### src/rtl/encoder_event_decoder.sv
// Decodes rotary-encoder quadrature and push-button changes from debounced
// input snapshots into a small first-word fall-through event FIFO.
module encoder_event_decoder #(
  parameter int ENCODER_COUNT     = 5,
  parameter int INPUT_BITS        = 16,
  parameter int FIFO_DEPTH_BITS   = 4,
  parameter bit BUTTON_ACTIVE_LOW = 1'b1
) (
  input  logic                  CLK,
  input  logic                  RESET,
  input  logic [INPUT_BITS-1:0] DEBOUNCED,
  input  logic                  UPDATED,
  output logic                  EVENT_VALID,
  input  logic                  EVENT_READY,
  output logic [2:0]            EVENT_ENCODER,
  output logic [1:0]            EVENT_TYPE,
  output logic                  OVERFLOW,
  input  logic                  CLEAR_OVERFLOW,
  output logic                  BUSY
);

  localparam int USED_BITS  = 3 * ENCODER_COUNT;
  localparam int PTR_W      = FIFO_DEPTH_BITS + 1;
  localparam int FIFO_DEPTH = 1 << FIFO_DEPTH_BITS;

  localparam logic [1:0] EV_CW      = 2'd0;
  localparam logic [1:0] EV_CCW     = 2'd1;
  localparam logic [1:0] EV_PRESS   = 2'd2;
  localparam logic [1:0] EV_RELEASE = 2'd3;

  localparam logic [2:0] LAST_IDX = 3'(ENCODER_COUNT - 1);

  typedef enum logic [1:0] {
    ST_IDLE,
    ST_SCAN_ROT,
    ST_SCAN_BTN,
    ST_FINISH
  } state_t;

  state_t                 state_q, state_d;
  logic [2:0]             idx_q, idx_d;
  logic [USED_BITS-1:0]   prev_q, prev_d;
  logic [USED_BITS-1:0]   cur_q, cur_d;
  logic [USED_BITS-1:0]   pend_q, pend_d;
  logic                   pend_valid_q, pend_valid_d;

  logic                   push_s;
  logic [4:0]             push_data_s;

  logic [1:0]             sel_prev_ab_s, sel_cur_ab_s;
  logic                   sel_prev_btn_s, sel_cur_btn_s;
  logic [1:0]             rot_s;

  logic [PTR_W-1:0]       wr_q, wr_d, rd_q, rd_d;
  logic                   ovf_q, ovf_d;
  logic [4:0]             mem_q [FIFO_DEPTH];
  logic                   empty_s, full_s, pop_s, do_write_s, drop_s;
  logic [4:0]             head_s;

  // Bits beyond the last encoder carry no meaning for this block.
  generate
    if (INPUT_BITS > USED_BITS) begin : g_upper
      logic unused_upper_s;
      assign unused_upper_s = ^DEBOUNCED[INPUT_BITS-1:USED_BITS];
    end
  endgenerate

  // Returns {push, ccw} for one quadrature step; skipped steps yield no push.
  function automatic logic [1:0] rot_decode(input logic [1:0] p, input logic [1:0] c);
    case ({p, c})
      4'b00_01, 4'b01_11, 4'b11_10, 4'b10_00: rot_decode = 2'b10;
      4'b01_00, 4'b11_01, 4'b10_11, 4'b00_10: rot_decode = 2'b11;
      default:                                rot_decode = 2'b00;
    endcase
  endfunction

  // Select the lines of the encoder currently being scanned.
  always_comb begin
    sel_prev_ab_s  = 2'b00;
    sel_cur_ab_s   = 2'b00;
    sel_prev_btn_s = 1'b0;
    sel_cur_btn_s  = 1'b0;
    for (int e = 0; e < ENCODER_COUNT; e++) begin
      if (idx_q == 3'(e)) begin
        sel_prev_ab_s  = {prev_q[3*e+1], prev_q[3*e]};
        sel_cur_ab_s   = {cur_q[3*e+1], cur_q[3*e]};
        sel_prev_btn_s = prev_q[3*e+2];
        sel_cur_btn_s  = cur_q[3*e+2];
      end else begin
        sel_prev_ab_s  = sel_prev_ab_s;
        sel_cur_ab_s   = sel_cur_ab_s;
        sel_prev_btn_s = sel_prev_btn_s;
        sel_cur_btn_s  = sel_cur_btn_s;
      end
    end
    rot_s = rot_decode(sel_prev_ab_s, sel_cur_ab_s);
  end

  // Scan FSM next-state, snapshot handling and event generation.
  always_comb begin
    state_d      = state_q;
    idx_d        = idx_q;
    prev_d       = prev_q;
    cur_d        = cur_q;
    pend_d       = pend_q;
    pend_valid_d = pend_valid_q;
    push_s       = 1'b0;
    push_data_s  = 5'd0;

    if (UPDATED && (state_q != ST_IDLE)) begin
      pend_d       = DEBOUNCED[USED_BITS-1:0];
      pend_valid_d = 1'b1;
    end else begin
      pend_d       = pend_q;
    end

    case (state_q)
      ST_IDLE: begin
        if (UPDATED) begin
          cur_d   = DEBOUNCED[USED_BITS-1:0];
          idx_d   = 3'd0;
          state_d = ST_SCAN_ROT;
        end else begin
          state_d = ST_IDLE;
        end
      end
      ST_SCAN_ROT: begin
        if (rot_s[1]) begin
          push_s      = 1'b1;
          push_data_s = {idx_q, (rot_s[0] ? EV_CCW : EV_CW)};
        end else begin
          push_s      = 1'b0;
        end
        state_d = ST_SCAN_BTN;
      end
      ST_SCAN_BTN: begin
        if (sel_prev_btn_s != sel_cur_btn_s) begin
          push_s      = 1'b1;
          push_data_s = {idx_q, ((sel_cur_btn_s ^ BUTTON_ACTIVE_LOW) ? EV_PRESS : EV_RELEASE)};
        end else begin
          push_s      = 1'b0;
        end
        if (idx_q == LAST_IDX) begin
          state_d = ST_FINISH;
        end else begin
          idx_d   = idx_q + 3'd1;
          state_d = ST_SCAN_ROT;
        end
      end
      ST_FINISH: begin
        prev_d = cur_q;
        idx_d  = 3'd0;
        // A strobe landing on this very cycle is newer than anything pending.
        if (UPDATED) begin
          cur_d        = DEBOUNCED[USED_BITS-1:0];
          pend_valid_d = 1'b0;
          state_d      = ST_SCAN_ROT;
        end else if (pend_valid_q) begin
          cur_d        = pend_q;
          pend_valid_d = 1'b0;
          state_d      = ST_SCAN_ROT;
        end else begin
          state_d      = ST_IDLE;
        end
      end
      default: begin
        state_d = ST_IDLE;
      end
    endcase
  end

  // Scan FSM and snapshot registers.
  always_ff @(posedge CLK or posedge RESET) begin
    if (RESET) begin
      state_q      <= ST_IDLE;
      idx_q        <= 3'd0;
      prev_q       <= '0;
      cur_q        <= '0;
      pend_q       <= '0;
      pend_valid_q <= 1'b0;
    end else begin
      state_q      <= state_d;
      idx_q        <= idx_d;
      prev_q       <= prev_d;
      cur_q        <= cur_d;
      pend_q       <= pend_d;
      pend_valid_q <= pend_valid_d;
    end
  end

  assign empty_s = (wr_q == rd_q);
  assign full_s  = (wr_q[PTR_W-1] != rd_q[PTR_W-1]) &&
                   (wr_q[PTR_W-2:0] == rd_q[PTR_W-2:0]);
  assign pop_s      = !empty_s && EVENT_READY;
  // When full, a simultaneous pop frees the very slot the write lands in.
  assign do_write_s = push_s && (!full_s || pop_s);
  assign drop_s     = push_s && full_s && !pop_s;

  // FIFO pointer and overflow next-state.
  always_comb begin
    wr_d = wr_q + PTR_W'(do_write_s);
    rd_d = rd_q + PTR_W'(pop_s);
    if (drop_s) begin
      ovf_d = 1'b1;
    end else if (CLEAR_OVERFLOW) begin
      ovf_d = 1'b0;
    end else begin
      ovf_d = ovf_q;
    end
  end

  // FIFO pointers and sticky overflow flag.
  always_ff @(posedge CLK or posedge RESET) begin
    if (RESET) begin
      wr_q  <= '0;
      rd_q  <= '0;
      ovf_q <= 1'b0;
    end else begin
      wr_q  <= wr_d;
      rd_q  <= rd_d;
      ovf_q <= ovf_d;
    end
  end

  // Event storage; contents are don't-care until written.
  always_ff @(posedge CLK) begin
    if (do_write_s) begin
      mem_q[wr_q[PTR_W-2:0]] <= push_data_s;
    end
  end

  assign head_s        = empty_s ? 5'd0 : mem_q[rd_q[PTR_W-2:0]];
  assign EVENT_VALID   = !empty_s;
  assign EVENT_ENCODER = head_s[4:2];
  assign EVENT_TYPE    = head_s[1:0];
  assign OVERFLOW      = ovf_q;
  assign BUSY          = (state_q != ST_IDLE);

endmodule

### config.mk
export PLATFORM = sky130hd
export DESIGN_NAME = encoder_event_decoder
export DESIGN_NICKNAME = d
export VERILOG_FILES = /design/src/rtl/encoder_event_decoder.sv
export SDC_FILE = /design/constraint.sdc
export NUM_CORES = 1
export LEC_CHECK = 0
export ABC_AREA = 0
export CORE_UTILIZATION = 50
export DETAILED_ROUTE_END_ITERATION = 10
export PLACE_DENSITY = 0.68
export SLEW_MARGIN = 20
export SYNTH_ARGS = -nofsm -noshare
export SYNTH_HDL_FRONTEND = slang
export SYNTH_SLANG_ARGS = --single-unit
### constraint.sdc
create_clock -name CLK -period 4.8 [get_ports CLK]
set_input_delay 0.96 -clock CLK [delete_from_list [all_inputs] [get_ports CLK]]
set_output_delay 0.96 -clock CLK [all_outputs]
set_load 0.02 [all_outputs]
==> impl_metrics.tcl, run 1 <==
set metrics [dict create \
    cpLargestDelayFamily "simple AND/OR/NAND/NOR gates" \
    reg2reg_slack_ns 0.59 \
    irDropWorstVdd_mv 0.433 \
    via_per_inst 5.48 \
    maxSlewViolCount 0 \
    setup_viol 0 \
    synth.distinct_cells 43 \
    max_clock_freq_mhz 238 \
    cp-end-kind "register" \
    area.growth.synth_to_final_pct 17.5 \
    cap_violations 0 \
    die_x_um 115 \
    layout_common_cells "edfxtp_1 (80), dfrtp_1 (62), nand2_1 (31), o21ai_0 (29), mux2_2 (28)" \
    tritoncts "built" \
    antenna_found_initial 0 \
    arrival_ns 4.25 \
    synth_seq_area_share_pct 62.2 \
    netlist_area_mm2 0.00636 \
    sw_frac_of_total_pct 34.4 \
    layout-drive-gt1-share_pct 21.1 \
    reg2reg_to "mem_q[14][4]" \
    slowest_stage "nor3_1" \
    avgSynthCellArea_um2 14.5 \
    grt_first_pass_wirelength_mm 19.5 \
    power_switching_mw 1.82 \
    reg2reg_from "idx_q[0]" \
    drt_first_pass_iters 5 \
    finalHoldViolCount 0 \
    dp_hpwl_mm 8.01 \
    comb_power_share_pct 37.6 \
    power.internal_mw 3.47 \
    vias 3598 \
    synth_edf_count 80 \
    cp-startpoint "idx_q[0]" \
    ys.flop_type "edfxtp_1" \
    slowest_delay_ns 0.74 \
    cts-resized-gates 0 \
    finalCritPeriodShare_pct 87.7 \
    async_flop_share_pct 43.7 \
    drc 0 \
    ff2ff_path_depth 14 \
    fp.dieArea_mm2 0.0132 \
    rows 40 \
    root_buffer "clkbuf_16" \
    crit_buf_inv 1 \
    avgRoutedWirePerCell_um 17.9 \
    drt-initial-drc-count 234 \
    finClkSkew_ns 0.00637 \
    cp_data_required_time_ns 4.84 \
    powerDensity_mw_per_mm2 708 \
    nFillCells 969 \
    grt_overflow 0 \
    setup_tns_ns 0 \
    path_clk_slew_ns 0.06 \
    grt_pass1_vias 3730 \
    seq_area_mm2 0.00395 \
    tightestPinTransition_ns 0.853 \
    cts_setup_buffers 0 \
    setup_ws_ns 0.590 \
    crit_top_cell "a21oi_1" \
    clock_latency_ns 0.41 \
    initial_utilization_pct 52.1 \
    core_mm2 0.0122 \
    crit_cells 14 \
    crit_end "mem_q[14][4]" \
    cts_buffer_depth 2 \
    io_buffers 27 \
    leakagePower_nw 2.88 \
    hold_ws_ns 0.496 \
    place_congestion 0.809 \
    multi_input_area_mm2 0.00224 \
    grt_usage_pct 20.2 \
    drt-total-wl_mm 11.8 \
    critical_path_class "reg -> reg" \
    yosysWarnings 0 \
    pre_cts_ws_ns 0.572 \
    syn_inst 439 \
    ys_seq_elements 142 \
    cp_cell_sequence "inv_1 -> ha_1 -> nand2_1 -> nor2_1 -> a21oi_1 -> o21ai_0 -> a32o_1 -> a21oi_1 -> ha_1 -> nor2b_1 -> a21oi_1 -> o21ai_1 -> nand4_4 -> nor3_1" \
    hold_path.class "reg -> reg" \
    start_kind "register" \
    p_seq_share_pct 36.5 \
    status "complete, no violations" \
    power.share.clock_pct 25.9 \
    cts_hold_buf 0 \
    cts_made_buffers 17 \
    boundaryPins 29 \
    grt_max_degree 40 \
    critical_path_peak_fanout 16 \
    ant_nets 0 \
    fin_crit_ns 4.21 \
    cts.sinks 142 \
    h-tree-depth 4 \
    grt_setup_unrepaired "false" \
    slew-limit-headroom_pct 43.1 \
    dieHeight_um 115 \
    layout.nets 517 \
    layout_commonest_cell "edfxtp_1" \
    synth.net_count 479 \
    diodes 0 \
]
-- cells by family after synthesis --
logic type,synth area share (%)
and+or+nand+nor,7.42
buffers and inverters,2.66
xor gates and xnor gates,1.52
adders and majority gates,3.74
DFF,62.2
muxes,16.3
AOI/OAI and AO/OA,6.16
-- cell usage after synthesis (all sizes together) (2+ instances only) --
cell	instances	area [um^2]
o21a	4	30.0
a21oi	12	60.1
nor2b	8	50.1
a221oi	3	32.5
inv	16	60.1
mux4	25	563
clkbuf	17	63.8
a22oi	2	15.0
mux2	28	315
nand3b	3	22.5
xnor2	9	78.8
nor4	7	43.8
dfrtp	62	1550
xor2	2	17.5
and2	2	12.5
edfxtp	80	2400
ha	19	238
mux2i	16	160
nand2	31	116
a32o	2	20.0
nor3	10	50.1
nand4	2	27.5
nand2b	4	25.0
buf	7	45.0
o21ai	32	160
nand3	10	50.1
nor2	16	60.1
-- per-layer routing --
| metal | global-route usage, % | share of wire (%) |
|---|---|---|
| met4 | 7.19 | 1.2 |
| met1 | 24.2 | 43 |
| met5 | 0 | 0 |
| met3 | 5.43 | 3.6 |
| met2 | 35.3 | 52 |
-- power by group through the flow --
stage                     combinational, mW  sequential (mW)  clock [mW]
after global routing                   2.20             1.98        1.45
after detailed placement               2.00             1.96           0
after floorplan                        1.58             1.81           0
after CTS                              2.01             1.94        1.39
after global placement                 1.96             1.94           0
final                                  1.99             1.93        1.37
-- worst min-delay path by stage --
| stage | from | to | slack [ns] | cells after the start |
|---|---|---|---|---|
| floorplan | wr_q[4] | wr_q[4] | 0.47 | 1 |
| global placement | wr_q[4] | wr_q[4] | 0.48 | 1 |
| detailed placement | rd_q[4] | rd_q[4] | 0.49 | 1 |
| CTS | wr_q[4] | wr_q[4] | 0.50 | 1 |
| global route | pend_q[11] | pend_q[11] | 0.51 | 1 |
| finish | rd_q[4] | rd_q[4] | 0.50 | 1 |
-- cell type report --
cell class	instances	area share (%)
Inverter	16	0.804
Sequential cell	142	52.9
Clock buffer	17	5.70
Clock inverter	14	2.58
Multi-Input combinational cell	257	29.9
Timing Repair Buffer	43	5.23
Tap cell	168	2.81
-- through the flow --
stage / cell area [um^2] / cells / utilization (%) / total power [mW]
2_1_floorplan: 6360 / 439 / - / 3.39
3_3_place_gp: 6850 / 626 / 56.1 / 3.89
3_5_place_dp: 6850 / 626 / 56.1 / 3.96
4_1_cts: 7470 / 657 / 61.2 / 5.34
5_1_grt: 7470 / 657 / 61.2 / 5.63
6_report: 7470 / 657 / 61.2 / 5.29
-- registers in the layout (all words and copies together) (netlist names) --
| name | flops |
|---|---|
| cur_q | 15 |
| state_q | 2 |
| idx_q | 3 |
| pend_valid_q | 1 |
| pend_q | 15 |
| OVERFLOW | 1 |
| wr_q | 5 |
| mem_q | 80 |
| rd_q | 5 |
| prev_q | 15 |
(Power assumes the default switching activity.)
==> inputs of run 2 (changes only) <==
--- a/config.mk
+++ b/config.mk
@@ -8,7 +8,7 @@
 export ABC_AREA = 0
 export CORE_UTILIZATION = 50
 export DETAILED_ROUTE_END_ITERATION = 10
-export PLACE_DENSITY = 0.68
+export PLACE_DENSITY_LB_ADDON = 0.25
 export SLEW_MARGIN = 20
 export SYNTH_ARGS = -nofsm -noshare
 export SYNTH_HDL_FRONTEND = slang
==> impl_metrics.tcl, run 2 (synthesized netlist as in run 1, its figures left out) <==
set metrics [dict create \
    drt_first_pass_iters 5 \
    finalCritPeriodShare_pct 83.2 \
    initial_utilization_pct 52.1 \
    setup_tns_ns 0 \
    cts_hold_buf 0 \
    root_buffer "clkbuf_16" \
    via_per_inst 5.49 \
    start_kind "register" \
    grt_max_degree 38 \
    avgRoutedWirePerCell_um 18.3 \
    status "complete, no violations" \
    slew-limit-headroom_pct 44.2 \
    layout.nets 518 \
    critical_path_class "reg -> out" \
    fin_crit_ns 4.00 \
    rows 40 \
    die_x_um 115 \
    io_buffers 27 \
    slowest_delay_ns 0.77 \
    tritoncts "built" \
    slowest_stage "dfrtp_1" \
    setup_viol 0 \
    cp-end-kind "primary output" \
    cts.sinks 142 \
    drc 0 \
    cts_made_buffers 17 \
    tightestPinTransition_ns 0.835 \
    diodes 0 \
    cp_data_required_time_ns 3.84 \
    grt_pass1_vias 3903 \
    max_clock_freq_mhz 250 \
    fin_util_pct 61.2 \
    path_clk_slew_ns 0.06 \
    antenna_found_initial 0 \
    ant_nets 0 \
    grt_setup_unrepaired "false" \
    powerDensity_mw_per_mm2 711 \
    cp_cell_sequence "buf_4 -> mux4_2 -> mux4_2 -> nor2b_1 -> clkdlybuf4s50_1" \
    hold_path.class "reg -> reg" \
    layout-drive-gt1-share_pct 21.6 \
    vias 3621 \
    cap_violations 0 \
    layout_common_cells "edfxtp_1 (80), dfrtp_1 (62), nand2_1 (31), o21ai_0 (29), mux2_2 (28)" \
    core_mm2 0.0122 \
    grt_usage_pct 21.0 \
    cts_buffer_depth 2 \
    finClkSkew_ns 0.00662 \
    critical_path_peak_fanout 14 \
    area.growth.synth_to_final_pct 17.6 \
    layout_commonest_cell "edfxtp_1" \
    h-tree-depth 4 \
    boundaryPins 29 \
    maxSlewViolCount 0 \
    crit_top_cell "mux4_2" \
    arrival_ns 3.04 \
    leakagePower_nw 2.90 \
    dp_hpwl_mm 8.24 \
    largest_reg_flops 80 \
    drt-initial-drc-count 267 \
    irDropWorstVdd_mv 0.420 \
    drt-total-wl_mm 12.1 \
    crit_buf_inv 2 \
    cts_setup_buffers 0 \
    finalHoldViolCount 0 \
    clock_latency_ns 0.42 \
    cts-resized-gates 0 \
    grt_first_pass_wirelength_mm 20.2 \
    fp.dieArea_mm2 0.0132 \
    cpLargestDelayFamily "buffers and inverters" \
    place_congestion 0.786 \
    dieHeight_um 115 \
    grt_overflow 0 \
]
run 2: cell count changes in the layout (fill, tap and decap cells not counted):
cell,change
clkinv_1,-1
inv_6,-2
clkinvlp_4,-2
clkinv_4,-1
buf_4,+1
bufinv_16,-1
clkbuf_8,+4
clkinv_2,+4
run 2: path summary, 6_finish.rpt:
path                                  to  cells past startpoint  slack (ns)      from
setup / recovery           EVENT_TYPE[0]                      5        0.80   rd_q[1]
hold / removal                   wr_q[4]                      1        0.49   wr_q[4]
setup reg to reg             mem_q[7][2]                     15        0.81  idx_q[0]
hold reg to reg                  wr_q[4]                      1        0.49   wr_q[4]
max in group asynchronous     pend_q[12]                      3        3.00     RESET
min in group asynchronous       OVERFLOW                      2        0.92     RESET
run 2: metal layers:
metal	global-route usage, %	part of all wire [%]
met4	8.74	1.8
met5	0	0
met1	24.9	42
met2	36.4	53
met3	5.64	3.5
run 2: cell type report:
class | instances | area, um^2
Inverter | 16 | 60.1
Multi-Input combinational cell | 257 | 2240
Timing Repair Buffer | 44 | 398
Clock inverter | 11 | 138
Clock buffer | 21 | 480
Tap cell | 168 | 210
Sequential cell | 142 | 3950
Fill cell | 956 | 4740
run 2: power by group:
| part | leakage [nW] | internal [mW] | total, mW | switching, mW |
|---|---|---|---|---|
| Combinational | 1.11 | 0.942 | 2.02 | 1.08 |
| Clock | 0.302 | 0.867 | 1.36 | 0.497 |
| Sequential | 1.49 | 1.67 | 1.93 | 0.262 |
| Total | 2.90 | 3.48 | 5.31 | 1.84 |
run 2: worst reg2reg max path, cell delays in order, from the launching register on:
cell     delay [ns]
dfrtp_1        0.40
inv_1          0.14
ha_1           0.46
nand2_1        0.11
nor2_1         0.10
a21oi_1        0.04
o21ai_0        0.22
a32o_1         0.17
a21oi_1        0.05
ha_1           0.31
nor2b_1        0.12
buf_4          0.23
a21oi_1        0.06
o21ai_1        0.16
nand4_4        0.28
nor3_1         0.74
run 2: stage by stage:
step	hold slack, ns	instance area (um^2)	setup WS [ns]	total power [mW]	cells
final	0.492	7480	0.804	5.31	659
after detailed placement	0.485	6860	0.743	3.98	627
after floorplan	0.466	6360	1.09	3.39	439
after CTS	0.497	7480	0.754	5.35	659
after global routing	0.500	7480	0.471	5.63	659
after global placement	0.481	6860	0.929	3.89	627
==> inputs of run 3 (changes only) <==
==> constraint.sdc (replaced) <==
create_clock -name CLK -period 3.2 [get_ports CLK]
set_input_delay 0.64 -clock CLK [delete_from_list [all_inputs] [get_ports CLK]]
set_output_delay 0.64 -clock CLK [all_outputs]
set_load 0.02 [all_outputs]
==> impl_metrics.tcl, run 3 (synthesized netlist as in run 1, its figures left out) <==
set metrics [dict create \
    root_buffer "clkbuf_16" \
    met3_length_um 499 \
    slowest_delay_ns 0.50 \
    finalHoldViolCount 0 \
    wl_met1_mm 5.12 \
    layout_common_cells "edfxtp_1 (80), dfrtp_1 (60), buf_4 (43), nand2_1 (31), mux2_2 (28)" \
    arrival_ns 2.50 \
    tritoncts "built" \
    grt_pass1_vias 3973 \
    h-tree-depth 4 \
    pre_cts_ws_ns -0.261 \
    max_clock_freq_mhz 318 \
    critical_path_peak_fanout 5 \
    cts.sinks 142 \
    via_per_inst 5.53 \
    fin_crit_ns 3.14 \
    layout.nets 562 \
    slowest_stage "dfrtp_2" \
    slew-limit-headroom_pct 53.3 \
    antenna_found_initial 0 \
    hold_path.class "in -> async" \
    cts_buffer_depth 2 \
    avgRoutedWirePerCell_um 18.0 \
    cap_violations 0 \
    maxSlewViolCount 0 \
    io_buffers 27 \
    cts_hold_buf 0 \
    initial_utilization_pct 52.1 \
    reg2reg_from "idx_q[0]" \
    path_clk_slew_ns 0.06 \
    dieHeight_um 115 \
    place_congestion 0.815 \
    largest_reg_flops 80 \
    cp_cell_sequence "clkbuf_16 -> mux4_2 -> mux4_2 -> nor2b_1 -> clkdlybuf4s15_1" \
    vias 3875 \
    ff2ff_path_depth 13 \
    top_layer "met4" \
    finClkSkew_ns 0.00535 \
    tightestPinTransition_ns 0.700 \
    crit_end "EVENT_TYPE[0]" \
    grt_overflow 0 \
    boundaryPins 29 \
    nFillCells 894 \
    setup_viol 0 \
    crit_buf_inv 2 \
    dp_hpwl_mm 8.44 \
    drt_first_pass_iters 4 \
    leakagePower_nw 3.20 \
    core_mm2 0.0122 \
    cp-startpoint "rd_q[0]" \
    start_kind "register" \
    layout-drive-gt1-share_pct 35.5 \
    rows 40 \
    fp.dieArea_mm2 0.0132 \
    die_x_um 115 \
    irDropWorstVdd_mv 0.635 \
    reg2reg_to "mem_q[8][4]" \
    cts_made_buffers 17 \
    grt_usage_pct 21.1 \
    grt_first_pass_wirelength_mm 20.0 \
    ant_nets 0 \
    status "complete, no violations" \
    drt-initial-drc-count 296 \
    cp-end-kind "primary output" \
    layout_commonest_cell "edfxtp_1" \
    crit_top_cell "mux4_2" \
    dpl-instance-area_mm2 0.00724 \
    setup_ws_ns 0.0580 \
    reg2reg_slack_ns 0.08 \
    cp_data_required_time_ns 2.56 \
    powerDensity_mw_per_mm2 1090 \
    diodes 0 \
    cpLargestDelayFamily "multiplexers" \
    dr_wl_met2_mm 6.77 \
    critical_path_class "reg -> out" \
    grt_max_degree 37 \
    crit_cells 5 \
    drc 0 \
    area.growth.synth_to_final_pct 28.1 \
    fin_area_mm2 0.00815 \
    finalCritPeriodShare_pct 98.2 \
    clock_latency_ns 0.42 \
    drt-total-wl_mm 12.6 \
]
==> run 3: cell types whose count changed in the layout (fill, tap and decap cells not counted), sizes merged <==
cell	before	now
buf	17	62
clkdlybuf4s50	27	22
clkinv	6	8
bufinv	3	2
clkdlybuf4s15	0	1
clkinvlp	2	1
inv	16	17
==> run 3: final cells by class <==
| cell class | instances | area (um^2) | area share [%] |
|---|---|---|---|
| inverters | 16 | 60.1 | 0.737 |
| well taps | 168 | 210 | 2.58 |
| repair buffers | 88 | 846 | 10.4 |
| clock buffers | 18 | 429 | 5.27 |
| flip-flops and latches | 142 | 3960 | 48.6 |
| clock inverters | 12 | 123 | 1.51 |
| multi-input cells | 257 | 2520 | 31.0 |
==> run 3: what timing repair did <==
item	CTS	global route
resized for setup	24	47
cloned	1	2
pin swaps	0	14
endpoints found under the setup margin	101	141
setup buffers	2	5
==> run 3: per-layer routing <==
| layer | track usage, % | vias to the layer above |
|---|---|---|
| met1 | 25.0 | 1969 |
| met2 | 36.9 | 71 |
| met4 | 9.00 | 0 |
| met3 | 5.17 | 19 |
| met5 | 0 | - |
| li1 | - | 1816 |
==> run 3: through the flow <==
| stage | utilization [%] | hold slack [ns] | TNS [ns] | power (mW) | std cells |
|---|---|---|---|---|---|
| 6_report | 66.7 | 0.405 | 0 | 8.91 | 701 |
| 3_5_place_dp | 59.3 | 0.486 | -9.69 | 6.45 | 661 |
| 2_1_floorplan | - | 0.466 | 0 | 5.21 | 439 |
| 4_1_cts | 64.5 | 0.391 | -3.23 | 8.41 | 694 |
| 3_3_place_gp | 59.3 | 0.483 | -1.99 | 6.31 | 661 |
| 5_1_grt | 66.7 | 0.414 | -3.33 | 9.43 | 701 |
==> run 3: worst min path at each step <==
| stage | from | end | cells after the start |
|---|---|---|---|
| CTS | RESET | pend_q[12] | 2 |
| global placement | cur_q[8] | cur_q[8] | 2 |
| global route | RESET | pend_q[13] | 2 |
| floorplan | cur_q[0] | cur_q[0] | 2 |
| finish | RESET | pend_q[12] | 2 |
| detailed placement | wr_q[4] | wr_q[4] | 1 |
==> run 3: worst register-to-register path, stage by stage, from the launching register on <==
cell and delay [ns]:
dfrtp_1 0.41, buf_6 0.13, ha_4 0.17, buf_6 0.12
buf_4 0.13, nand3b_1 0.15, a221o_1 0.38, a211oi_2 0.33
a2111o_1 0.18, buf_6 0.11, nand4_4 0.11, clkbuf_16 0.21
nor4_2 0.21, buf_4 0.19
==> run 3: report_power, final <==
group          leakage [nW]  switching [mW]  total [mW]  internal [mW]
Sequential             1.49           0.440        2.94           2.50
Clock                 0.273           0.711        1.84           1.13
Combinational          1.43            2.02        4.12           2.10
